$ cat src/rtl/decode_stage_pkg.sv
// rtl/decode_stage_pkg.sv - RV32I opcodes, immediate formats and link constant for the decode stage
package decode_stage_pkg;

  localparam logic [6:0] OPC_LUI      = 7'b0110111;
  localparam logic [6:0] OPC_AUIPC    = 7'b0010111;
  localparam logic [6:0] OPC_JAL      = 7'b1101111;
  localparam logic [6:0] OPC_JALR     = 7'b1100111;
  localparam logic [6:0] OPC_BRANCH   = 7'b1100011;
  localparam logic [6:0] OPC_LOAD     = 7'b0000011;
  localparam logic [6:0] OPC_STORE    = 7'b0100011;
  localparam logic [6:0] OPC_OP_IMM   = 7'b0010011;
  localparam logic [6:0] OPC_OP       = 7'b0110011;
  localparam logic [6:0] OPC_MISC_MEM = 7'b0001111;
  localparam logic [6:0] OPC_SYSTEM   = 7'b1110011;

  typedef enum logic [2:0] {
    IMM_NONE = 3'd0,
    IMM_I    = 3'd1,
    IMM_S    = 3'd2,
    IMM_B    = 3'd3,
    IMM_U    = 3'd4,
    IMM_J    = 3'd5
  } imm_fmt_e;

  localparam int unsigned LINK_OFFSET = 4;

endpackage

$ cat src/rtl/decode_stage_imm_gen.sv
// rtl/decode_stage_imm_gen.sv - combinational RV32I immediate generator with format select
module decode_stage_imm_gen
  import decode_stage_pkg::*;
(
  input  logic [31:0] i_instr,
  input  imm_fmt_e    i_fmt,
  output logic [31:0] o_imm
);

  logic [31:0] w_imm_i;
  logic [31:0] w_imm_s;
  logic [31:0] w_imm_b;
  logic [31:0] w_imm_u;
  logic [31:0] w_imm_j;

  assign w_imm_i = {{20{i_instr[31]}}, i_instr[31:20]};
  assign w_imm_s = {{20{i_instr[31]}}, i_instr[31:25], i_instr[11:7]};
  assign w_imm_b = {{19{i_instr[31]}}, i_instr[31], i_instr[7], i_instr[30:25], i_instr[11:8], 1'b0};
  assign w_imm_u = {i_instr[31:12], 12'b0};
  assign w_imm_j = {{11{i_instr[31]}}, i_instr[31], i_instr[19:12], i_instr[20], i_instr[30:21], 1'b0};

  always_comb begin
    o_imm = '0;
    case (i_fmt)
      IMM_I:   o_imm = w_imm_i;
      IMM_S:   o_imm = w_imm_s;
      IMM_B:   o_imm = w_imm_b;
      IMM_U:   o_imm = w_imm_u;
      IMM_J:   o_imm = w_imm_j;
      default: o_imm = '0;
    endcase
  end

endmodule

$ cat src/rtl/decode_stage.sv
// rtl/decode_stage.sv - registered RV32I decode: operand muxing, illegal detect, one-entry valid/ready output stage
module decode_stage
  import decode_stage_pkg::*;
#(
  parameter int OPD_LENGTH = 32,
  parameter int REG_WIDTH  = 32,
  parameter int PC_WIDTH   = 32
) (
  input  logic                  clk,
  input  logic                  rst_n,
  input  logic                  in_valid,
  output logic                  in_ready,
  input  logic [31:0]           instr,
  input  logic [PC_WIDTH-1:0]   pc,
  input  logic                  flush,
  output logic [4:0]            rs1_addr,
  output logic [4:0]            rs2_addr,
  input  logic [REG_WIDTH-1:0]  rs1_data,
  input  logic [REG_WIDTH-1:0]  rs2_data,
  output logic                  out_valid,
  input  logic                  out_ready,
  output logic [4:0]            rd_addr,
  output logic                  rd_we,
  output logic [OPD_LENGTH-1:0] opd1,
  output logic [OPD_LENGTH-1:0] opd2,
  output logic [OPD_LENGTH-1:0] imm,
  output logic [OPD_LENGTH-1:0] store_data,
  output logic [2:0]            funct3,
  output logic [6:0]            opcode,
  output logic                  illegal
);

  logic [6:0]            w_opcode;
  logic [2:0]            w_funct3;
  logic [4:0]            w_rd;
  imm_fmt_e              w_fmt;
  logic [31:0]           w_imm_raw;
  logic [OPD_LENGTH-1:0] w_imm_ext;
  logic [OPD_LENGTH-1:0] w_rs1_ext;
  logic [OPD_LENGTH-1:0] w_rs2_ext;
  logic [OPD_LENGTH-1:0] w_pc_ext;
  logic [OPD_LENGTH-1:0] w_link;
  logic [OPD_LENGTH-1:0] w_opd1_raw;
  logic [OPD_LENGTH-1:0] w_opd2_raw;
  logic                  w_we_raw;
  logic                  w_illegal;
  logic [OPD_LENGTH-1:0] w_opd1;
  logic [OPD_LENGTH-1:0] w_opd2;
  logic [OPD_LENGTH-1:0] w_imm;
  logic                  w_rd_we;
  logic                  w_accept;

  logic                  r_valid;
  logic [4:0]            r_rd_addr;
  logic                  r_rd_we;
  logic [OPD_LENGTH-1:0] r_opd1;
  logic [OPD_LENGTH-1:0] r_opd2;
  logic [OPD_LENGTH-1:0] r_imm;
  logic [OPD_LENGTH-1:0] r_store_data;
  logic [2:0]            r_funct3;
  logic [6:0]            r_opcode;
  logic                  r_illegal;

  assign w_opcode = instr[6:0];
  assign w_funct3 = instr[14:12];
  assign w_rd     = instr[11:7];
  assign rs1_addr = instr[19:15];
  assign rs2_addr = instr[24:20];
  assign w_link   = OPD_LENGTH'(LINK_OFFSET);

  generate
    if (REG_WIDTH >= OPD_LENGTH) begin : g_reg_trunc
      assign w_rs1_ext = rs1_data[OPD_LENGTH-1:0];
      assign w_rs2_ext = rs2_data[OPD_LENGTH-1:0];
    end else begin : g_reg_zext
      assign w_rs1_ext = {{(OPD_LENGTH-REG_WIDTH){1'b0}}, rs1_data};
      assign w_rs2_ext = {{(OPD_LENGTH-REG_WIDTH){1'b0}}, rs2_data};
    end
    if (PC_WIDTH >= OPD_LENGTH) begin : g_pc_trunc
      assign w_pc_ext = pc[OPD_LENGTH-1:0];
    end else begin : g_pc_zext
      assign w_pc_ext = {{(OPD_LENGTH-PC_WIDTH){1'b0}}, pc};
    end
    if (OPD_LENGTH <= 32) begin : g_imm_trunc
      assign w_imm_ext = w_imm_raw[OPD_LENGTH-1:0];
    end else begin : g_imm_sext
      assign w_imm_ext = {{(OPD_LENGTH-32){w_imm_raw[31]}}, w_imm_raw};
    end
  endgenerate

  // Format select is kept apart from the operand mux so imm never feeds back into its own select.
  always_comb begin
    w_fmt = IMM_NONE;
    case (w_opcode)
      OPC_LUI, OPC_AUIPC:              w_fmt = IMM_U;
      OPC_JAL:                         w_fmt = IMM_J;
      OPC_JALR, OPC_LOAD, OPC_OP_IMM:  w_fmt = IMM_I;
      OPC_BRANCH:                      w_fmt = IMM_B;
      OPC_STORE:                       w_fmt = IMM_S;
      default:                         w_fmt = IMM_NONE;
    endcase
  end

  decode_stage_imm_gen u_imm_gen (
    .i_instr (instr),
    .i_fmt   (w_fmt),
    .o_imm   (w_imm_raw)
  );

  always_comb begin
    w_opd1_raw = '0;
    w_opd2_raw = '0;
    w_we_raw   = 1'b0;
    w_illegal  = 1'b0;
    case (w_opcode)
      OPC_LUI: begin
        w_opd2_raw = w_imm_ext;
        w_we_raw   = 1'b1;
      end
      OPC_AUIPC: begin
        w_opd1_raw = w_pc_ext;
        w_opd2_raw = w_imm_ext;
        w_we_raw   = 1'b1;
      end
      OPC_JAL: begin
        w_opd1_raw = w_pc_ext;
        w_opd2_raw = w_link;
        w_we_raw   = 1'b1;
      end
      OPC_JALR: begin
        w_opd1_raw = w_pc_ext;
        w_opd2_raw = w_link;
        w_we_raw   = 1'b1;
        w_illegal  = (w_funct3 != 3'b000);
      end
      OPC_BRANCH, OPC_OP: begin
        w_opd1_raw = w_rs1_ext;
        w_opd2_raw = w_rs2_ext;
        w_we_raw   = (w_opcode == OPC_OP);
      end
      OPC_LOAD, OPC_OP_IMM: begin
        w_opd1_raw = w_rs1_ext;
        w_opd2_raw = w_imm_ext;
        w_we_raw   = 1'b1;
      end
      OPC_STORE: begin
        w_opd1_raw = w_rs1_ext;
        w_opd2_raw = w_imm_ext;
      end
      OPC_MISC_MEM, OPC_SYSTEM: begin
        w_opd1_raw = '0;
        w_opd2_raw = '0;
      end
      default: w_illegal = 1'b1;
    endcase
    if (instr[1:0] != 2'b11) begin
      w_illegal = 1'b1;
    end
  end

  // Illegal encodings still flow downstream so execute can trap, but carry no side effects.
  assign w_opd1  = w_illegal ? '0 : w_opd1_raw;
  assign w_opd2  = w_illegal ? '0 : w_opd2_raw;
  assign w_imm   = w_illegal ? '0 : w_imm_ext;
  assign w_rd_we = w_we_raw & ~w_illegal & (w_rd != 5'd0);

  assign in_ready = ~r_valid | out_ready;
  assign w_accept = in_valid & in_ready & ~flush;

  always_ff @(posedge clk or negedge rst_n) begin
    if (!rst_n) begin
      r_valid      <= 1'b0;
      r_rd_addr    <= '0;
      r_rd_we      <= 1'b0;
      r_opd1       <= '0;
      r_opd2       <= '0;
      r_imm        <= '0;
      r_store_data <= '0;
      r_funct3     <= '0;
      r_opcode     <= '0;
      r_illegal    <= 1'b0;
    end else if (flush) begin
      r_valid <= 1'b0;
    end else if (w_accept) begin
      r_valid      <= 1'b1;
      r_rd_addr    <= w_rd;
      r_rd_we      <= w_rd_we;
      r_opd1       <= w_opd1;
      r_opd2       <= w_opd2;
      r_imm        <= w_imm;
      r_store_data <= w_rs2_ext;
      r_funct3     <= w_funct3;
      r_opcode     <= w_opcode;
      r_illegal    <= w_illegal;
    end else if (out_ready) begin
      r_valid <= 1'b0;
    end
  end

  assign out_valid  = r_valid;
  assign rd_addr    = r_rd_addr;
  assign rd_we      = r_rd_we;
  assign opd1       = r_opd1;
  assign opd2       = r_opd2;
  assign imm        = r_imm;
  assign store_data = r_store_data;
  assign funct3     = r_funct3;
  assign opcode     = r_opcode;
  assign illegal    = r_illegal;

endmodule

$ cat config.mk
export PLATFORM = sky130hd
export DESIGN_NAME = decode_stage
export DESIGN_NICKNAME = d
export VERILOG_FILES = /design/src/rtl/decode_stage_pkg.sv /design/src/rtl/decode_stage_imm_gen.sv /design/src/rtl/decode_stage.sv
export SDC_FILE = /design/constraint.sdc
export NUM_CORES = 1
export LEC_CHECK = 0
export ABC_AREA = 1
export ABC_CLOCK_PERIOD_IN_PS = 2100
export BUFFER_PORTS_ARGS = -buffer_cell sky130_fd_sc_hd__buf_4
export CORE_MARGIN = 2
export CORE_UTILIZATION = 45
export DETAILED_ROUTE_END_ITERATION = 7
export PLACE_DENSITY_LB_ADDON = 0.25
export SKIP_CTS_REPAIR_TIMING = 1
export SKIP_LAST_GASP = 1
export SLEW_MARGIN = 30
export SYNTH_ARGS = -nofsm -noshare
export SYNTH_HDL_FRONTEND = slang
export SYNTH_SLANG_ARGS = --single-unit
$ cat constraint.sdc
create_clock -name clk -period 2.1 [get_ports clk]
set_clock_uncertainty 0.15 [all_clocks]
set_input_delay 0.105 -clock clk [delete_from_list [all_inputs] [get_ports clk]]
set_output_delay 0.105 -clock clk [all_outputs]
set_load 0.01 [all_outputs]
==> metrics.txt <==
# TYPE chip_impl_metric gauge
chip_impl_info{name="outcome",value="finished, violations left"} 1
chip_impl_info{name="violated_checks",value="negative hold slack"} 1
chip_impl_metric{name="critical_path_peak_fanout",unit=""} 14
chip_impl_info{name="crit_path_end_kind",value="register"} 1
chip_impl_metric{name="synth.yosys.seq_area_share",unit="%"} 50.75
chip_impl_metric{name="drv.max_cap_violation_count",unit=""} 0
chip_impl_metric{name="max_freq",unit="MHz"} 523.2
chip_impl_metric{name="dieHeight",unit="µm"} 130.5
chip_impl_metric{name="worst-endpoint-arrival",unit="ps"} 2110
chip_impl_info{name="hold_end",value="imm[3]"} 1
chip_impl_metric{name="area_used_by_multi_input_combinational_logic",unit="mm²"} 0.003113
chip_impl_info{name="rsz0062_at_grt",value="false"} 1
chip_impl_metric{name="cts_htree_levels",unit=""} 4
chip_impl_metric{name="fin_ws",unit="ps"} 188.7
chip_impl_info{name="crit-reg2reg-capture",value="opd1[16]"} 1
chip_impl_metric{name="worst_pin_slew",unit="ps"} 762.0
chip_impl_metric{name="post-place-ws",unit="ps"} 145.6
chip_impl_metric{name="clock_network_fraction_of_design_power",unit="%"} 44.3
chip_impl_metric{name="route.detailed.vias_per_inst",unit=""} 4.968
chip_impl_metric{name="vias",unit=""} 8093
chip_impl_info{name="worstHoldStart",value="instr[23]"} 1
chip_impl_metric{name="die_w",unit="µm"} 130.5
chip_impl_info{name="clk_root_buffer_cell",value="sky130_fd_sc_hd__clkbuf_16"} 1
chip_impl_info{name="worst_hold_path_type",value="input port to register"} 1
chip_impl_metric{name="globalRouteTotalUtil",unit="%"} 26.60
chip_impl_info{name="critPathSlowestCell",value="sky130_fd_sc_hd__dlygate4sd3_1"} 1
chip_impl_info{name="tritoncts",value="yes"} 1
chip_impl_metric{name="switching_share",unit="%"} 24.72
chip_impl_metric{name="pwr-share-seq",unit="%"} 40.5
chip_impl_metric{name="cts.clk_slew.worst_paths",unit="ps"} 60
chip_impl_metric{name="grt_pass1_vias",unit=""} 7000
chip_impl_info{name="worstPathCellList",value="dlygate4sd3_1 > buf_4 > nor2_1 > nand2_4 > inv_2 > nand3_1 > inv_1 > nand2_4 > inv_2 > buf_4 > nand2_1 > nand2_1"} 1
chip_impl_metric{name="cts.sink_count",unit=""} 146
chip_impl_metric{name="combPwrFrac",unit="%"} 15.2
chip_impl_metric{name="crit_path_max_incr_delay",unit="ps"} 540
chip_impl_metric{name="num_io_pins",unit=""} 290
chip_impl_metric{name="power_report.internal_total",unit="µW"} 5642
chip_impl_info{name="synth_area_leaders",value="sky130_fd_sc_hd__dfrtp_1 (51%), sky130_fd_sc_hd__nand2_1 (35%), sky130_fd_sc_hd__nand3_1 (3.3%)"} 1
chip_impl_metric{name="post_synthesis_cell_area",unit="mm²"} 0.007199
chip_impl_metric{name="final_net_count",unit=""} 1533
chip_impl_metric{name="core-area",unit="mm²"} 0.01577
chip_impl_metric{name="final_slew_violations",unit=""} 0
chip_impl_metric{name="antenna_found_initial",unit=""} 0
chip_impl_metric{name="grt_start_max_net_pins",unit=""} 155
chip_impl_metric{name="synth_nets",unit=""} 1148
chip_impl_info{name="critical_path.startpoint_type",value="input port"} 1
chip_impl_metric{name="initial_utilization",unit="%"} 45.65
chip_impl_metric{name="holdWs",unit="ps"} -20.72
chip_impl_metric{name="global_route.overflow_total",unit=""} 0
chip_impl_info{name="timing.setup.critical_path_class",value="input port to register"} 1
chip_impl_metric{name="synth.lib_cells_used.distinct",unit=""} 20
chip_impl_metric{name="dp_cells",unit=""} 1473
chip_impl_metric{name="port-buffer-count",unit=""} 289
chip_impl_metric{name="final_total_pwr",unit="µW"} 7495
chip_impl_metric{name="worstHoldPathCells",unit=""} 5
chip_impl_info{name="post-synth-top-area-cell",value="sky130_fd_sc_hd__dfrtp_1"} 1
chip_impl_metric{name="required",unit="ps"} 2290
chip_impl_metric{name="period_needed",unit="ps"} 1911
chip_impl_metric{name="finalHoldViolations",unit=""} 1
chip_impl_metric{name="worst_r2r_path_depth",unit=""} 10
chip_impl_metric{name="die-area",unit="mm²"} 0.01703
chip_impl_metric{name="finalCritPeriodShare",unit="%"} 91.01
chip_impl_metric{name="mean_instance_size_in_the_synthesized_netlist",unit="µm²"} 7.093
chip_impl_metric{name="clock_latency",unit="ps"} 410
chip_impl_metric{name="cell_row_count",unit=""} 46
chip_impl_metric{name="power.density",unit="mW/mm²"} 657.6
chip_impl_metric{name="number_of_register_bits_inferred_by_synthesis",unit=""} 146
chip_impl_metric{name="total_leakage_power",unit="µW"} 0.006761
chip_impl_metric{name="filler_cell_count",unit=""} 1176
chip_impl_metric{name="slew_headroom",unit="%"} 49.20
chip_impl_metric{name="finish.cell_count_without_fillers",unit=""} 1629
chip_impl_metric{name="netSwitchingPower",unit="µW"} 1853
chip_impl_metric{name="area_delta_synth_final",unit="%"} 58.31
chip_impl_metric{name="firstDrtPassIters",unit=""} 5
chip_impl_metric{name="ctsLongestPathBuffers",unit=""} 2
chip_impl_metric{name="wire_length_of_the_first_global_routing_pass",unit="mm"} 35.03
chip_impl_metric{name="layout-drive-gt1-share",unit="%"} 25.48
chip_impl_metric{name="synth_largest_type_area_fraction",unit="%"} 50.75
chip_impl_metric{name="timing.final.setup_violations",unit=""} 0
chip_impl_metric{name="post_synth_inst_count",unit=""} 1015
chip_impl_metric{name="final_antenna_net_count",unit=""} 0
chip_impl_metric{name="placer_congestion_estimate",unit=""} 0.8833
chip_impl_metric{name="dp_hpwl",unit="mm"} 16.14
chip_impl_metric{name="peakVddDrop",unit="mV"} 0.4955
chip_impl_metric{name="antennaDiodeCount",unit=""} 0
chip_impl_metric{name="final_util",unit="%"} 72.27
chip_impl_metric{name="route.detailed.drc",unit=""} 0
chip_impl_metric{name="postRouteWirelength",unit="mm"} 26.53
chip_impl_metric{name="ys_warn_count",unit=""} 0
chip_impl_metric{name="drt_first_iter_violations",unit=""} 621
chip_impl_metric{name="seqCellArea",unit="mm²"} 0.003654
chip_impl_metric{name="routed_wire_length_per_instance",unit="µm"} 16.29
chip_impl_metric{name="setup_tns",unit="ps"} 0
chip_impl_info{name="crit-reg2reg-launch",value="out_valid"} 1
chip_impl_metric{name="cts_inserted_buffers",unit=""} 17
chip_impl_metric{name="ff2ff_setup_slack",unit="ps"} 200
## critical path, delay by kind of cell
kind                   cells  cell delay (ps)
AND/OR/NAND/NOR            6              630
buffers and inverters      6             1370
## routing by layer
metal | wire (µm) | vias up | global-route usage, %
met5 | 0 | - | 0
met3 | 2060 | 84 | 6.067
li1 | - | 3835 | -
met1 | 10420 | 3783 | 32.52
met4 | 998 | 0 | 9.637
met2 | 13060 | 391 | 46.26
## Yosys cell counts, drive strengths merged
library cell / instances
a21oi: 2
nor3: 2
dfrtp: 146
nand3: 49
nand2: 672
clkbuf: 19
inv: 22
buf: 45
nor2: 38
clkinv: 2
o21ai: 18
## power by group through the flow
stage | Sequential (µW) | Combinational [µW] | Clock, µW
2_1_floorplan | 3150 | 288 | 0
4_1_cts | 3030 | 965 | 3360
6_report | 3040 | 1140 | 3320
5_1_grt | 3050 | 1240 | 3490
3_3_place_gp | 3080 | 949 | 0
3_5_place_dp | 3080 | 963 | 0
## per-stage QoR
stage	hold WS, ps	instance area, µm²
detailed placement	-63.62	9515
floorplan	-340.6	7199
finish	-20.72	11400
global route	16.54	11400
CTS	-512.5	10160
global placement	-66.88	9515
## how the worst max path moves through the flow
stage,from,endpoint,slack (ps),depth (start not counted)
6_report,flush,opd1[16],190,12
5_1_grt,instr[3],opd1[28],10,12
2_1_floorplan,out_valid,imm[17],460,11
4_1_cts,out_valid,opd1[21],280,10
3_5_place_dp,instr[3],opd1[7],150,13
3_3_place_gp,instr[3],opd2[9],210,11
## sequential cells by signal, summed over array words and instances, names as in the netlist
register / flops
funct3: 3
illegal: 1
imm: 32
opcode: 7
opd1: 32
opd2: 32
out_valid: 1
rd_addr: 5
rd_we: 1
store_data: 32
## final cells by class
class / count / area share [%]
clock inverter: 14 / 1.855
multi-input combinational: 781 / 27.31
sequential: 146 / 32.06
inverter: 24 / 0.7904
timing repair buffer: 430 / 31.85
tap: 216 / 2.371
clock buffer: 18 / 3.766
## cell families after synthesis
family | Yosys count | share of synthesized area, %
DFF | 146 | 50.75
buffers and inverters | 88 | 6.117
AOI/OAI and AO/OA | 20 | 1.390
and+or+nand+nor | 761 | 41.74
## layout by cell type, fill, tap and decap left out, types with 2 or more instances in the layout
cell	instances
sky130_fd_sc_hd__clkinv_2	3
sky130_fd_sc_hd__dlygate4sd3_1	124
sky130_fd_sc_hd__nand2_4	3
sky130_fd_sc_hd__nand3_2	2
sky130_fd_sc_hd__bufinv_16	5
sky130_fd_sc_hd__a21oi_1	2
sky130_fd_sc_hd__nand2_2	8
sky130_fd_sc_hd__nor2_4	5
sky130_fd_sc_hd__inv_2	4
sky130_fd_sc_hd__buf_4	298
sky130_fd_sc_hd__o21ai_0	18
sky130_fd_sc_hd__inv_1	19
sky130_fd_sc_hd__nor2_1	32
sky130_fd_sc_hd__clkbuf_16	17
sky130_fd_sc_hd__clkinvlp_4	5
sky130_fd_sc_hd__dfrtp_1	146
sky130_fd_sc_hd__nand2_1	661
sky130_fd_sc_hd__buf_12	7
sky130_fd_sc_hd__nor3_1	2
sky130_fd_sc_hd__nand3_1	47
Power figures use the tool's default switching activity.
